===== config.mk =====
export PLATFORM = sky130hd
export DESIGN_NAME = alu_command_sequencer
export DESIGN_NICKNAME = d
export VERILOG_FILES = /design/src/rtl/alu_command_sequencer.sv
export SDC_FILE = /design/constraint.sdc
export NUM_CORES = 1
export LEC_CHECK = 0
export ABC_CLOCK_PERIOD_IN_PS = 4210
export CAP_MARGIN = 10
export CORE_MARGIN = 2
export CORE_UTILIZATION = 60
export DETAILED_ROUTE_END_ITERATION = 7
export PLACE_DENSITY = 0.92
export SETUP_SLACK_MARGIN = 0.3
export SLEW_MARGIN = 10
export SYNTH_ARGS = -nofsm -noshare
export SYNTH_HDL_FRONTEND = slang
export SYNTH_SLANG_ARGS = --single-unit

===== constraint.sdc =====
create_clock -name clk -period 4.21 [get_ports clk]
set_input_delay 0.842 -clock clk [delete_from_list [all_inputs] [get_ports clk]]
set_output_delay 0.842 -clock clk [all_outputs]
set_load 0.02 [all_outputs]

===== src/rtl/alu_command_sequencer.sv =====
// rtl/alu_command_sequencer.sv - debounced, latched command front-end for the ALU
module alu_command_sequencer #(
    parameter int N               = 4,
    parameter int DEBOUNCE_CYCLES = 500000
) (
    input  logic         clk,
    input  logic         rst_n,
    input  logic [3:0]   buttons_n,
    input  logic [1:0]   mode_sw,
    input  logic [N-1:0] a_sw,
    input  logic [N-1:0] b_sw,
    output logic [N-1:0] A_num,
    output logic [N-1:0] B_num,
    output logic [3:0]   operations_buttons,
    output logic [1:0]   change_mode,
    output logic         cmd_valid,
    output logic         cmd_strobe
);

    localparam int CNT_W = $clog2(DEBOUNCE_CYCLES);
    // Counter value on the edge before the last debounce edge; reaching it completes the count.
    localparam logic [CNT_W-1:0] CNT_LAST = CNT_W'(DEBOUNCE_CYCLES - 2);
    localparam logic [CNT_W-1:0] CNT_SAT  = CNT_W'(DEBOUNCE_CYCLES - 1);

    localparam logic [2:0] ST_IDLE    = 3'd0;
    localparam logic [2:0] ST_ARM     = 3'd1;
    localparam logic [2:0] ST_HOLD    = 3'd2;
    localparam logic [2:0] ST_REL     = 3'd3;
    localparam logic [2:0] ST_LATCHED = 3'd4;

    logic [3:0]       btn_q1, btn_s;
    logic [1:0]       mode_q1, mode_s;
    logic [N-1:0]     a_q1, a_s, b_q1, b_s;
    logic [2:0]       state;
    logic [3:0]       pend;
    logic [CNT_W-1:0] cnt;
    logic             from_latched;
    logic [3:0]       btn_inv;
    logic             btn_valid;
    logic             btn_idle;

    // Two-flop synchronizers for every asynchronous board input.
    always_ff @(posedge clk or negedge rst_n) begin
        if (!rst_n) begin
            btn_q1  <= 4'b1111;
            btn_s   <= 4'b1111;
            mode_q1 <= '0;
            mode_s  <= '0;
            a_q1    <= '0;
            a_s     <= '0;
            b_q1    <= '0;
            b_s     <= '0;
        end else begin
            btn_q1  <= buttons_n;
            btn_s   <= btn_q1;
            mode_q1 <= mode_sw;
            mode_s  <= mode_q1;
            a_q1    <= a_sw;
            a_s     <= a_q1;
            b_q1    <= b_sw;
            b_s     <= b_q1;
        end
    end

    // Classify the synchronized button pattern: exactly one low bit is a valid command.
    always_comb begin
        btn_inv   = ~btn_s;
        btn_valid = (btn_inv != 4'd0) && ((btn_inv & (btn_inv - 4'd1)) == 4'd0);
        btn_idle  = (btn_s == 4'b1111);
    end

    // Debounce FSM with the command capture registers it controls.
    always_ff @(posedge clk or negedge rst_n) begin
        if (!rst_n) begin
            state              <= ST_IDLE;
            pend               <= 4'b1111;
            cnt                <= '0;
            from_latched       <= 1'b0;
            A_num              <= '0;
            B_num              <= '0;
            operations_buttons <= 4'b1111;
            change_mode        <= 2'b00;
            cmd_valid          <= 1'b0;
            cmd_strobe         <= 1'b0;
        end else begin
            cmd_strobe <= 1'b0;
            case (state)
                ST_IDLE, ST_LATCHED: begin
                    if (btn_valid) begin
                        pend         <= btn_s;
                        cnt          <= '0;
                        from_latched <= (state == ST_LATCHED);
                        state        <= ST_ARM;
                    end
                end
                ST_ARM: begin
                    if (btn_s == pend) begin
                        if (cnt == CNT_LAST) begin
                            operations_buttons <= pend;
                            change_mode        <= mode_s;
                            A_num              <= a_s;
                            B_num              <= b_s;
                            cmd_valid          <= 1'b1;
                            cmd_strobe         <= 1'b1;
                            state              <= ST_HOLD;
                        end else if (cnt != CNT_SAT) begin
                            cnt <= cnt + 1'b1;
                        end
                    end else if (btn_valid) begin
                        pend <= btn_s;
                        cnt  <= '0;
                    end else begin
                        // Abort leaves any earlier latched command untouched.
                        state <= from_latched ? ST_LATCHED : ST_IDLE;
                    end
                end
                ST_HOLD: begin
                    if (btn_idle) begin
                        cnt   <= '0;
                        state <= ST_REL;
                    end
                end
                ST_REL: begin
                    if (!btn_idle) begin
                        state <= ST_HOLD;
                    end else if (cnt == CNT_LAST) begin
                        state <= ST_LATCHED;
                    end else if (cnt != CNT_SAT) begin
                        cnt <= cnt + 1'b1;
                    end
                end
                default: state <= ST_IDLE;
            endcase
        end
    end

endmodule


==> qor.yml <==
leakagePower_nw: 1.44
synthFlopType: "dfrtp_1"
fin_cells: 377
max_cap_viol_count: 0
slew_viol_final: 0
overflow: 0
drc: 0
cts_tree: "done"
cts.sinks: 71
dp_cells: 361
syn_area_per_cell_um2: 11.6
synth_top_cell_area_share_pct: 43.9
utilization_pct: 71.7
synth_top_cell_by_area: "dfrtp_1"
ys_ff_latch: 71
synth_warnings: 0
crit_type: "flop to flop"
setup_violations: 0
avgRoutedWirePerCell_um: 18.3
htreeDepth: 3
ctsResizeCount: 0
grt_pass1_vias: 2278
clock_skew_ns: 0.0119
syn_area_um2: 3130
viasPerCell: 6.05
worstHoldPathCells: 0
worstPathMaxFanout: 15
layout_worst_path_cycle_share_pct: 60.5
drive_above_1_share_pct: 20.8
grt_max_degree: 40
drt-total-wl_um: 6880
place_congestion: 0.889
insertion_delay_ns: 0.34
synth_common_cells: "dfrtp_1, nand2_1, mux2_2"
max-slew-margin-rel_pct: 33.5
yosysMostFrequentCell: "dfrtp_1"
std_cell_rows: 26
synthTopCellsByArea: "dfrtp_1, dfstp_2, mux2_2"
area_growth_pct: 16.2
holdWs_ns: 0.348
hold_class: "flop to flop"
tightestPinTransition_ns: 0.990
numCtsBuffers: 9
clockBufferDepth: 2
antenna_found_initial: 0
die_w_um: 76.3
finalSetupTns_ns: 0
dieArea_um2: 5820
die_y_um: 76.3
cts-root-buf: "clkbuf_8"
worstPathRequired_ns: 4.43
crit_arrival_ns: 2.77
synth_edf_count: 0
start_kind: "flop"
dr.first_iter.drc_count: 188
status: "finished clean"
r2r_cells: 5
ios: 32
vias: 2281
core_area_um2: 5070
dp_hpwl_um: 4470
grt_pass1_wl_um: 11400
ys_types: 51
power_mw: 1.43
timing.fmax_mhz: 392
grt_use_total_pct: 25.3
start_util_pct: 61.7
clkTransAtPathRegs_ns: 0.08
firstDrtPassIters: 4
ys_seq_area_share_pct: 57.3
nNetsFinal: 320
port_buffers: 31
setup.worst_path.end_class: "flop"
diodes: 0
p_per_area_nw_per_um2: 393
synth_nets: 289
synthArstFlopShare_pct: 100
post-cts-setup-buffers: 0
ir_drop_uv: 267
post-route-min-period_ns: 2.55
hold_buffers: 0
ant_nets: 0
synthesis.instances: 271
hold_viol: 0
rsz0062_at_grt: "no"
metrics by stage:
step                      area (um2)  setup WS (ns)
after global placement          3440           1.82
after global routing            3640           1.52
final                           3640           1.66
after CTS                       3640           1.65
after detailed placement        3440           1.69
after floorplan                 3130           2.07
kinds of logic (layout without fill, tap and decap cells):
family	count (synthesis)	after routing	share of synthesized area, %
and+or+nand+nor	83	83	14.7
DFF	71	71	57.3
AOI/OAI and AO/OA	62	62	13.7
buffers and inverters	28	64	4.75
muxes	19	19	6.79
xor gates and xnor gates	6	6	1.92
adders and majority gates	2	2	0.799
critical path, stage by stage (launching register included):
cell	delay, ns
dfstp_2	0.64
xor2_2	0.12
nor4_4	0.60
nand2_1	0.25
nor2_4	0.43
mux2_2	0.40
power by group:
part	switching, mW	leakage (nW)	internal [mW]	total [mW]
Sequential	0.0302	0.887	0.723	0.754
Clock	0.265	0.0956	0.274	0.539
Combinational	0.0849	0.456	0.0527	0.138
Total	0.380	1.44	1.05	1.43
layout by cell type, fill, tap and decap left out, drive strengths merged, types with 3 or more instances in the layout:
cell,netlist,layout
inv,16,17
or4,3,3
mux2,18,18
dfrtp,55,55
a21oi,8,8
nor4,6,6
nand2,20,20
a22oi,3,3
xor2,4,4
nor3b,3,3
clkinv,0,3
o211ai,14,14
nand4,4,4
dfstp,16,16
clkbuf,3,9
clkdlybuf4s50,0,30
nand3b,3,3
nor3,8,8
a31oi,11,11
nand3,11,11
o21ai,13,13
nor2,13,13
layout make-up:
cell class | instances | area (um2)
flip-flops and latches | 71 | 1800
fillers | 335 | 1430
multi-input cells | 172 | 1190
repair buffers | 32 | 313
clock buffers | 9 | 124
well taps | 70 | 87.6
clock inverters | 7 | 72.6
inverters | 16 | 60.1
state kept, by name, indices dropped and copies added, names as in the netlist, 2 cells and up:
register / flops
A_num: 4
mode_s: 2
btn_q1: 4
btn_s: 4
a_s: 4
state: 3
cnt: 19
mode_q1: 2
a_q1: 4
b_s: 4
pend: 4
operations_buttons: 4
change_mode: 2
B_num: 4
b_q1: 4
path summary, 6_finish.rpt:
path | startpoint | endpoint | slack [ns]
hold reg to reg | a_q1[0]$_DFF_PN0_ | a_s[0]$_DFF_PN0_ | 0.35
max in group asynchronous | rst_n | operations_buttons[3]$_DFFE_PN1P_ | 2.64
setup reg to reg | btn_s[1]$_DFF_PN1_ | A_num[0]$_DFFE_PN0P_ | 1.66
hold / removal | a_q1[0]$_DFF_PN0_ | a_s[0]$_DFF_PN0_ | 0.35
min in group asynchronous | rst_n | cnt[8]$_DFFE_PN0P_ | 0.62
setup / recovery | btn_s[1]$_DFF_PN1_ | A_num[0]$_DFFE_PN0P_ | 1.66
layer usage:
| metal | up-vias | global-route usage [%] | share of wire (%) |
|---|---|---|---|
| met3 | 15 | 6.28 | 4.1 |
| li1 | 1045 | - | - |
| met4 | 0 | 8.55 | 1.4 |
| met5 | - | 0 | 0 |
| met1 | 1152 | 31.8 | 42 |
| met2 | 69 | 43.0 | 53 |
Note: power is estimated with default switching activity, not from simulation.
